`src/rtl/arm_alu_pkg.sv`:
```
// arm_alu_pkg: shared definitions for the ARM-style execute-stage ALU.
// Holds the data width, the 4-bit data-processing opcode encoding and a
// helper that tells the datapath whether an opcode uses the adder.
// Build option: define ALU_LOGIC_V_HOLD_EN to make logical ops keep the
// previous V flag instead of clearing it (see arm_alu.sv).
package arm_alu_pkg;

  localparam int DATA_W = 32;

  typedef enum logic [3:0] {
    OP_AND = 4'b0000,
    OP_EOR = 4'b0001,
    OP_SUB = 4'b0010,
    OP_RSB = 4'b0011,
    OP_ADD = 4'b0100,
    OP_ADC = 4'b0101,
    OP_SBC = 4'b0110,
    OP_RSC = 4'b0111,
    OP_TST = 4'b1000,
    OP_TEQ = 4'b1001,
    OP_CMP = 4'b1010,
    OP_CMN = 4'b1011,
    OP_ORR = 4'b1100,
    OP_MOV = 4'b1101,
    OP_BIC = 4'b1110,
    OP_MVN = 4'b1111
  } opcode_e;

  // True for opcodes whose result and C/V flags come from the adder.
  function automatic logic is_arith(input opcode_e op);
    logic arith;
    case (op)
      OP_SUB, OP_RSB, OP_ADD, OP_ADC,
      OP_SBC, OP_RSC, OP_CMP, OP_CMN: arith = 1'b1;
      default:                        arith = 1'b0;
    endcase
    return arith;
  endfunction

endpackage

```
`src/rtl/arm_alu_adder.sv`:
```
// arm_alu_adder: 33-bit adder computing x + y + cin.
// Operand inversion for subtraction is done by the caller, so the
// overflow flag here is simply "same-signed inputs, different-signed sum".
module arm_alu_adder
  import arm_alu_pkg::*;
(
  input  logic [DATA_W-1:0] x,
  input  logic [DATA_W-1:0] y,
  input  logic              cin,
  output logic [DATA_W-1:0] sum,
  output logic              cout,
  output logic              v
);

  logic [DATA_W:0] full;

  // Single wide add; the extra top bit is the ARM carry (no-borrow for subtracts).
  always_comb begin
    full = {1'b0, x} + {1'b0, y} + {{DATA_W{1'b0}}, cin};
  end

  assign sum  = full[DATA_W-1:0];
  assign cout = full[DATA_W];
  assign v    = (x[DATA_W-1] == y[DATA_W-1]) && (full[DATA_W-1] != x[DATA_W-1]);

endmodule

```
`src/rtl/arm_alu.sv`:
```
// arm_alu: 32-bit ARM data-processing ALU with registered result and NZCV flags.
// Arithmetic ops share one adder whose operands are swapped/inverted here;
// logical ops pass CIN through as the C flag (shifter carry-out).
// Build option ALU_LOGIC_V_HOLD_EN: logical ops keep the previous V flag;
// without it they clear V. Reset always clears every output.
module arm_alu
  import arm_alu_pkg::*;
(
  input  logic              CLK,
  input  logic              RST_N,
  input  logic [DATA_W-1:0] IL,
  input  logic [DATA_W-1:0] IR,
  input  logic [3:0]        IF,
  input  logic              CIN,
  output logic [DATA_W-1:0] ALUOUT,
  output logic              ZERO,
  output logic              N,
  output logic              COUT,
  output logic              V
);

  opcode_e           op;
  logic [DATA_W-1:0] addx;
  logic [DATA_W-1:0] addy;
  logic              addcin;
  logic [DATA_W-1:0] sum;
  logic              addcout;
  logic              addv;
  logic [DATA_W-1:0] logicres;
  logic [DATA_W-1:0] result;
  logic              arith;

  assign op    = opcode_e'(IF);
  assign arith = is_arith(op);

  // Pick adder operands: reverse ops swap A/B, subtracts invert the subtrahend.
  always_comb begin
    addx   = IL;
    addy   = IR;
    addcin = 1'b0;
    case (op)
      OP_SUB, OP_CMP: begin
        addy   = ~IR;
        addcin = 1'b1;
      end
      OP_RSB: begin
        addx   = IR;
        addy   = ~IL;
        addcin = 1'b1;
      end
      OP_ADC: begin
        addcin = CIN;
      end
      OP_SBC: begin
        addy   = ~IR;
        addcin = CIN;
      end
      OP_RSC: begin
        addx   = IR;
        addy   = ~IL;
        addcin = CIN;
      end
      default: begin
      end
    endcase
  end

  arm_alu_adder u_adder (
    .x    (addx),
    .y    (addy),
    .cin  (addcin),
    .sum  (sum),
    .cout (addcout),
    .v    (addv)
  );

  // Bitwise result for the logical ops (test ops drive their value too).
  always_comb begin
    logicres = '0;
    case (op)
      OP_AND, OP_TST: logicres = IL & IR;
      OP_EOR, OP_TEQ: logicres = IL ^ IR;
      OP_ORR:         logicres = IL | IR;
      OP_MOV:         logicres = IR;
      OP_BIC:         logicres = IL & ~IR;
      OP_MVN:         logicres = ~IR;
      default:        logicres = '0;
    endcase
  end

  assign result = arith ? sum : logicres;

  // Output and flag registers; reset clears everything, including ZERO.
  always_ff @(posedge CLK) begin
    if (!RST_N) begin
      ALUOUT <= '0;
      ZERO   <= 1'b0;
      N      <= 1'b0;
      COUT   <= 1'b0;
      V      <= 1'b0;
    end else begin
      ALUOUT <= result;
      ZERO   <= (result == '0);
      N      <= result[DATA_W-1];
      COUT   <= arith ? addcout : CIN;
`ifdef ALU_LOGIC_V_HOLD_EN
      if (arith) begin
        V <= addv;
      end
`else
      V      <= arith ? addv : 1'b0;
`endif
    end
  end

endmodule

```
`config.mk`:
```
export PLATFORM = sky130hd
export DESIGN_NAME = arm_alu
export DESIGN_NICKNAME = d
export VERILOG_FILES = /design/src/rtl/arm_alu_pkg.sv /design/src/rtl/arm_alu_adder.sv /design/src/rtl/arm_alu.sv
export SDC_FILE = /design/constraint.sdc
export NUM_CORES = 1
export LEC_CHECK = 0
export CORE_ASPECT_RATIO = 0.9
export CORE_UTILIZATION = 50
export DETAILED_ROUTE_END_ITERATION = 8
export HOLD_SLACK_MARGIN = 0.03
export PLACE_DENSITY = 0.87
export SLEW_MARGIN = 10
export SYNTH_ARGS = -nofsm -noshare
export SYNTH_HDL_FRONTEND = slang
export SYNTH_HIERARCHICAL = 1
export SYNTH_SLANG_ARGS = --single-unit
```
`constraint.sdc`:
```
create_clock -name CLK -period 6.82 [get_ports CLK]
set_input_delay 1.705 -clock CLK [delete_from_list [all_inputs] [get_ports CLK]]
set_output_delay 1.705 -clock CLK [all_outputs]
set_load 0.05 [all_outputs]
```
# Yosys cells after proc, flatten, opt, wreduce, memory -nomap -nowiden
# Memory sizes are Yosys's and may differ from the RTL's.
# Cells that the tools add are included.
[classes] eq_ne=15 bitwise=6 add_sub_neg=2 reduce_logical=10 muxes=6
[ops] cell="32-bit case mux with 6 select lines" n=1
[ops] cell="32-bit bitwise AND" n=2
[ops] cell="32-bit two-way mux" n=2
[ops] cell="32-bit NOT" n=2
[ops] cell="32-bit case mux with 2 select lines" n=1
[ops] cell="32-bit by 32-bit adder with 33-bit output" n=1
[ops] cell="33-bit by 1-bit adder with 33-bit output" n=1
[ops] cell="32-bit zero test" n=1
[ops] cell="32-bit bitwise OR" n=1
[ops] cell="32-bit bitwise XOR" n=1
[ops] cell="4-bit equality test, second input constant" n=7
[ops] cell="4-bit by 3-bit equality test with 1-bit output, second input constant" n=3
[ops] cell="3-bit OR reduction" n=3
[ops] cell="4-bit by 2-bit equality test with 1-bit output, second input constant" n=2
[ops] cell="2-bit OR reduction" n=3
[ops] cell="4-bit by 1-bit equality test with 1-bit output, second input constant" n=1
[ops] cell="4-bit zero test" n=1
[ops] cell="1-bit case mux with 2 select lines" n=1
[ops] cell="2-bit AND reduction" n=1
[ops] cell="1-bit equality test" n=1
[ops] cell="1-bit logical AND" n=1
[ops] cell="1-bit two-way mux" n=1
[ops] cell="1-bit != test" n=1
[word_totals] input_bits=71 mem_count=1 out_inout_bits=36 word_cells=45 rom_bits=16 ff_bits=36
[memory_table] memory="(name not given)" depth=16 width=1 rd=1 rd_clocked_by_memory_dff=0 wr=0 line_no="arm_alu_pkg.sv:32" rtl="case (op)"

# Longest topological paths before layout
# Gate-level depths: netlist (run 1).
[logic_depth] word_depth=7 depth_mapped=23 ltp_nobuf=19

# Modules after synthesis
# The synthesis (run 1) kept the hierarchy.
[by_module_without_submodules] module="arm_alu" seq_area_each_um2=700.7 instances=1 cells_each=670 area_each_um2=4321.6
[by_module_without_submodules] module="arm_alu_adder" seq_area_each_um2=0.0 instances=1 cells_each=263 area_each_um2=1830.5

# Worst setup path after synthesis (run 1)
# Ideal clock, no wire load.
[synth_timing] path_type="input port to flip-flop" from="input port IF[1]" to="register ZERO" setup_time_ps=61 n_path_buf=5 arrival_ps=6443 slack_ps=316 cell_stages=21 path_cell_list="buf_2 buf_2 buf_2 buf_1 nand3b_1 nand2_1 clkbuf_1 o21ai_0 fa_1 fa_1 a21o_1 a221o_1 a21oi_1 o21a_1 o21ai_1 xor2_1 o32ai_1 o211ai_1 or4_1 nor4b_2 and4_1"
[synth_via] elab_chain_len=7 elab_cells_between_ends=29
[synth_lines] element="from (decl)" line_no="arm_alu.sv:13" rtl="input logic [3:0] IF,"
[synth_lines] element="4-bit by 3-bit equality test with 1-bit output (tied with other cells)" line_no="arm_alu.sv:41" rtl="case (op)"
[synth_lines] element="3-bit OR reduction (no source line) / 2-bit OR reduction (equally long branches)"
[synth_lines] element="32-bit case mux with 2 select lines *" line_no="arm_alu.sv:41"
[synth_lines] element="net addy[0]" line_no="arm_alu.sv:24" rtl="logic [DATA_W-1:0] addy;"
[synth_lines] element="32-bit by 32-bit adder with 33-bit output *" line_no="arm_alu_adder.sv:19" rtl="full = {1'b0, x} + {1'b0, y} + {{DATA_W{1'b0}}, cin};"
[synth_lines] element="33-bit by 1-bit adder with 33-bit output *" line_no="arm_alu_adder.sv:19"
[synth_lines] element="net sum[22]" line_no="arm_alu.sv:26" rtl="logic [DATA_W-1:0] sum;"
[synth_lines] element="32-bit two-way mux *" line_no="arm_alu.sv:91" rtl="assign result = arith ? sum : logicres;"
[synth_lines] element="32-bit zero test *" line_no="arm_alu.sv:103" rtl="ZERO <= (result == '0);"
[synth_lines] element="to (signal assigned)" line_no="arm_alu.sv:103"
[synth_lines] element="to (decl)" line_no="arm_alu.sv:16" rtl="output logic ZERO,"
# The timed path passes the listed nets; every way through them passes the cells marked *.
# A chain may end at the register's enable or synchronous reset.

# Worst setup path after layout (run 1)
[layout_timing] from="input port IF[3]" to="register ZERO"
# The elaborated chain is that of the path after synthesis.

==> results of run 1 <==
[power groups by stage]
stage	Clock [uW]	Combinational (uW)	Sequential (uW)
global route	231	917	244
global placement	0	818	244
finish	223	859	241
floorplan	0	463	349
CTS	223	831	242
detailed placement	0	827	245
[worst max-delay path, delay by kind of cell]
family                   cells  cell delay, ns
AO/OA/AOI/OAI                7            1.65
adder cells (fa/ha/maj)      1            0.50
buffers and inverters        3            0.83
AND/OR/NAND/NOR              8            1.83
[metrics by stage]
step,worst slack [ns],utilization,cell area [um2],power [uW]
after floorplan,0.316,-,6150,812
after global placement,0.466,0.602,7250,1060
after detailed placement,0.332,0.602,7250,1070
after CTS,0.607,0.614,7390,1300
after global routing,0.244,0.614,7390,1390
final,0.521,0.614,7390,1320
[cells in the final DEF (no fill, tap or decap), types with 13 or more instances in the layout]
cell	synthesis	routed
a211oi_1	13	13
a21oi_1	116	116
and2_1	16	16
buf_4	3	21
clkdlybuf4s50_1	0	104
dfxtp_1	35	35
ha_1	63	63
inv_1	79	79
nand2_1	81	81
nor2_1	104	104
nor3_1	32	31
o21ai_0	81	81
o32ai_1	16	16
xnor2_1	20	20
[state kept, by name, summed over array words and instances (netlist names)]
signal / flops
ALUOUT: 32
COUT: 1
V: 1
ZERO: 1
[cell type report]
type                            count  area share
Multi-Input combinational cell    757       0.655
Timing Repair Buffer              127       0.164
Inverter                           79      0.0401
Clock inverter                      1    0.000677
Clock buffer                        6      0.0188
Sequential cell                    35      0.0948
Tap cell                          160      0.0271
[worst max-delay path by stage]
stage | from | to | slack, ns
6_report | IF[3] | ZERO | 0.52
4_1_cts | IF[3] | ZERO | 0.61
2_1_floorplan | IF[1] | ZERO | 0.32
3_5_place_dp | IF[3] | ZERO | 0.33
5_1_grt | IF[2] | ZERO | 0.24
3_3_place_gp | IF[3] | ZERO | 0.47
[logic make-up (layout without fill, tap and decap cells)]
| logic type | after synthesis | in the layout | synth area share |
|---|---|---|---|
| AO/OA/AOI/OAI | 345 | 345 | 0.356 |
| XOR/XNOR | 31 | 31 | 0.0441 |
| adder cells (fa/ha/maj) | 65 | 65 | 0.135 |
| buffers and inverters | 141 | 213 | 0.100 |
| flip-flops | 35 | 35 | 0.114 |
| multiplexers | 4 | 4 | 0.00671 |
| AND/OR/NAND/NOR | 312 | 312 | 0.244 |
[layer usage]
layer / part of all wire / track usage / vias up
met2: 0.44 / 0.560 / 504
li1: - / - / 3532
met3: 0.12 / 0.0782 / 67
met1: 0.40 / 0.455 / 3446
met4: 0.037 / 0.156 / 0
met5: 0 / 0 / -
==> key figures, run 1 <==
Flow run
  – Max-cap viol count: 0

STA
  – Fin crit share: 0.924
  – Period minus WS final: about 6.3 ns
  – Endpoints failing setup: 0
  – Final Hold Viols: 0
  – Slew Viols, Final: 0
  – TNS Setup: 0 ns
  – Worst slew pin tran: between 1 and 1.5 ns
  – Worst hold slack: between 1.5 and 2 ns
  – Maximum operating frequency: between 150 and 200 MHz
  – Max_slew headroom: 0.142
  – RSZ-0062 raised after global routing: no

CTS
  – Post-CTS Setup Inserts: 0
  – Num CTS Buffers: 5
  – Clk slew on worst S/H paths: 0.06 ns
  – Depth of the CTS H-tree: 2
  – Clock sinks: 35
  – Hold_buf cts: 0
  – CTS tree: done
  – CTS max path bufs: 2
  – CTS resizes: 0
  – Root Buffer: clkbuf_16

Route
  – First-pass DRT Iterations: 6
  – Antenna Nets Post-Route: 0
  – DRT Wirelength: 22.5 mm
  – Routed WL per cell: about 19 um
  – DRC violations left: 0
  – Number of DRC markers in iteration 0: 921
  – Vias/cell: 6.48
  – Routed via count: 7549

Critical path
  – Crit-path max FO: 31
  – CP max-delay cell: fa_1
  – Most common cell on crit path: o21ai_0
  – Required time worst endpoint: 7.04 ns
  – CP Launch Type: input port
  – CP peak stage delay: approximately 0.5 ns
  – CP Class: in2reg
  – CP arrival: ~6.5 ns
  – Critical Path Sink Type: register
  – Worst path cell trace: clkdlybuf4s50_1 -> and2_2 -> nor3_2 -> inv_1 -> nand2_1 -> buf_4 -> o21ai_0 -> fa_1 -> a21o_1 -> a221o_1 -> a21oi_4 -> nor3_1 -> a221oi_1 -> nand3_1 -> a21oi_1 -> o21ai_0 -> or3_1 -> nor4_1 -> and4_1

Power
  – Sequential share of power: 0.182
  – Clk pwr share: 0.169
  – Switch share: 0.476
  – Net load switching power: between 600 and 700 uW
  – LEAKAGE: roughly 0.0032 uW
  – Pwr/cell area: 179 nW/um2
  – Internal: 693 uW
  – Comb pwr share: 0.649
  – Max IR drop VDD: roughly 0.000078 V

Cells and area
  – Fill count: approximately 1100
  – Multi-input logic area: 4840 um2
  – Area growth syn-to-layout: 20.1%
  – Layout Cells excl Fill: between 1000 and 1500
  – Antenna diodes: 0
  – Fraction of layout cells with a size suffix above 1: 0.0537
  – Nets: around 1100
  – FF+latch area: between 700 and 800 um2

Synth
  – Top-count cell post-synth: a21oi_1
  – Async SR Flop Fraction: 0
  – Post-Syn Nets: 1069
  – Top cell type's share of synthesized area: 0.128
  – #FFs+latches synth: 35
  – Top cell type by total area after synthesis: ha_1
  – Synthesis Warnings: 6
  – Synth cell types: 77
  – Post-synth EDFFs: 0
  – Top cells by area, synth: ha_1 13%, dfxtp_1 11%, a21oi_1 9.4%, o21ai_0 6.6%, nor2_1 6.3%
  – Post-synth top cells: 116 x a21oi_1, 104 x nor2_1, 81 x nand2_1, 81 x o21ai_0, 79 x inv_1
  – Synth Cell Area: just over 6000 um2
  – Register area share after synthesis: 0.114
  – Main synth FF type: dfxtp_1
  – Cells after synthesis: about 930
  – Syn_area_per_cell: ~6.6 um2

GRT
  – Vias in the first global route: approximately 6600
  – GRT Total Usage: 0.352
  – Initial antenna violation count: 0
  – First-pass GRT wire length: roughly 35 mm
  – Largest net degree at the start of global routing: between 50 and 60
  – Grt total ovfl: 0

Die
  – Die Area: 12800 um2
  – Die Y: 107 um
  – Die width: 119 um
  – Core Footprint: roughly 12000 um2
  – Row cnt: 38
  – Boundary Pins: roughly 110
  – Starting density of the core: 0.511

Min path
  – Worst hold start: IF[0]
  – Worst hold path type: in2reg
  – Worst Hold Path EP: ALUOUT[17]
  – Hold path cells: 3

Place
  – Port Buffer Count: roughly 110
  – Routability cong.: about 1
  – DP HPWL: 16.9 mm
  – Placed cell count: ~1200

Status
  – Outcome: finished clean
Power figures use the tool's default switching activity.
==> inputs of run 2 (changes only) <==
- CORE_MARGIN: not set -> 4
==> run 2 against run 1 <==
Worst setup slack improved by 0.019 ns. Clock power up 15%. Sequential cell count unchanged. Largest power group unchanged.
==> key figures, run 2 (synthesis gave the netlist of run 1 again) <==
STA
  – Maximum operating frequency: 159 MHz (+0.31%)
  – TNS Setup: 0 ns (unchanged)
  – Worst slew pin tran: 1.02 ns (-0.264 ns)
  – RSZ-0062 raised after global routing: no
  – Period minus WS final: 6.28 ns (-0.0193 ns)
  – Slew Viols, Final: 0 (unchanged)
  – Max_slew headroom: 0.319 (+0.177)
  – Endpoints failing setup: 0 (unchanged)
  – Setup ws final: 0.541 ns (+0.0193 ns)
  – Fin crit share: 0.921 (-0.00283)
  – Final Hold Viols: 0 (unchanged)

CTS
  – Hold_buf cts: 0 (unchanged)
  – Depth of the CTS H-tree: 2 (unchanged)
  – CTS resizes: 0 (unchanged)
  – Num CTS Buffers: 5 (unchanged)
  – Clk slew on worst S/H paths: 0.06 ns (about the same)
  – Clock sinks: 35 (unchanged)
  – CTS max path bufs: 2 (unchanged)
  – Post-CTS Setup Inserts: 0 (unchanged)
  – Root Buffer: clkbuf_16
  – CTS tree: done

Critical path
  – CP arrival: 6.50 ns (-0.02 ns)
  – CP peak stage delay: 0.49 ns (about the same)
  – CP Launch Type: input port
  – Critical Path Start: IF[2]
  – Worst path cell trace: clkdlybuf4s50_1 -> buf_4 -> inv_1 -> nor2_1 -> o22ai_1 -> a32o_1 -> fa_1 -> fa_1 -> a21o_1 -> a221o_1 -> a21oi_1 -> o21a_1 -> o21ai_1 -> xor2_1 -> o32ai_1 -> o211ai_1 -> or4_1 -> nor4b_2 -> and4_1
  – Critical Path Sink Type: register
  – CP max-delay cell: clkdlybuf4s50_1
  – CP Class: in2reg
  – Crit-path max FO: 12 (-61%)
  – Most common cell on crit path: fa_1
  – Required time worst endpoint: 7.04 ns (about the same)

Status
  – Outcome: finished clean

Place
  – Routability cong.: 1.04 (+4.8%)
  – DP Worst Slack: 0.369 ns (+0.0370 ns)
  – Port Buffer Count: 106 (unchanged)
  – DP HPWL: 17.7 mm (+4.6%)

Die
  – Die width: 125 um (+5.0%)
  – Die Area: 14100 um2 (+11%)
  – Starting density of the core: 0.511 (unchanged)
  – Row cnt: 38 (unchanged)
  – Boundary Pins: 107 (unchanged)
  – Core Footprint: 12000 um2 (unchanged)
  – Die Y: 113 um (+5.6%)

Route
  – Routed via count: 7716 (+2.2%)
  – Routed WL per cell: 20.0 um (+3.6%)
  – Antenna Nets Post-Route: 0 (unchanged)
  – First-pass DRT Iterations: 7 (+1)
  – Vias/cell: 6.61 (+1.9%)
  – Number of DRC markers in iteration 0: 1363 (+48%)
  – DRT Wirelength: 23.3 mm (+3.8%)
  – DRC violations left: 0 (unchanged)

Cells and area
  – Area growth syn-to-layout: 20.8%
  – Fraction of layout cells with a size suffix above 1: 0.0565 (+0.00282)
  – Biggest register: ALUOUT
  – Nets: 1143 (+0.18%)
  – Antenna diodes: 0 (unchanged)
  – Max reg flops: 32 (unchanged)
  – Most common cell after layout, fill and taps aside: a21oi_1
  – Highest-count cells in the layout ignoring fill and taps: 116 x a21oi_1, 104 x nor2_1, 104 x clkdlybuf4s50_1

GRT
  – GRT Total Usage: 0.315 (-0.0369)
  – Initial antenna violation count: 2 (+2)
  – Vias in the first global route: 6925 (+4.3%)
  – First-pass GRT wire length: 36.5 mm (+3.2%)
  – Grt total ovfl: 0 (unchanged)
  – Largest net degree at the start of global routing: 53 (+1.9%)

Min path
  – Worst Hold Path EP: ALUOUT[10]
  – Worst hold start: IF[1]
  – Worst hold path type: in2reg
  – Hold path cells: 4 (+1)

Power
  – Max IR drop VDD: 0.000127 V (+64%)
  – Pwr/cell area: 184 nW/um2 (+2.6%)
  – LEAKAGE: 0.00319 uW (+0.64%)

Flow run
  – Max-cap viol count: 0 (unchanged)
run 2: cell count changes in the layout (fill, tap and decap cells not counted), sizes merged:
cell / change
bufinv: +1
buf: +2
clkbuf: -1
clkinv: +1
run 2: worst max-delay path by stage:
stage,endpoint
after floorplan,ZERO
after global placement,ZERO
after detailed placement,ZERO
after CTS,ZERO
after global routing,ZERO
final,ZERO
run 2: routing by layer:
metal | track usage | vias to the layer above | routed length [um]
li1 | - | 3532 | -
met5 | 0 | - | 27
met3 | 0.0680 | 101 | 3100
met2 | 0.502 | 603 | 10000
met4 | 0.134 | 4 | 968
met1 | 0.415 | 3476 | 9220
run 2: final cells by class:
| class | count | area [um2] |
|---|---|---|
| clock inverter | 3 | 43.8 |
| multi-input combinational | 757 | 4840 |
| fill | 1098 | 4600 |
| sequential | 35 | 701 |
| timing repair buffer | 129 | 1220 |
| clock buffer | 5 | 125 |
| tap | 160 | 200 |
| inverter | 79 | 297 |
run 2: where the power goes:
part	total, uW	internal [uW]	switching (uW)
Sequential	241	234	7.50
Combinational	868	319	549
Clock	256	172	84.0
run 2: through the flow:
stage	std cells	util	power [uW]	area, um2	hold slack, ns
after floorplan	933	-	812	6150	1.83
after global placement	1160	0.604	1070	7260	2.31
after detailed placement	1160	0.604	1080	7260	2.31
after CTS	1168	0.618	1340	7430	2.02
after global routing	1168	0.618	1430	7430	2.08
final	1168	0.618	1370	7430	2.03
run 2: critical path: cells and delay by family:
kind	cells	cell delay (ns)
AO/OA/AOI/OAI	9	1.84
XOR/XNOR	1	0.16
adder cells (fa/ha/maj)	2	0.83
buffers and inverters	3	0.85
AND/OR/NAND/NOR	4	1.11
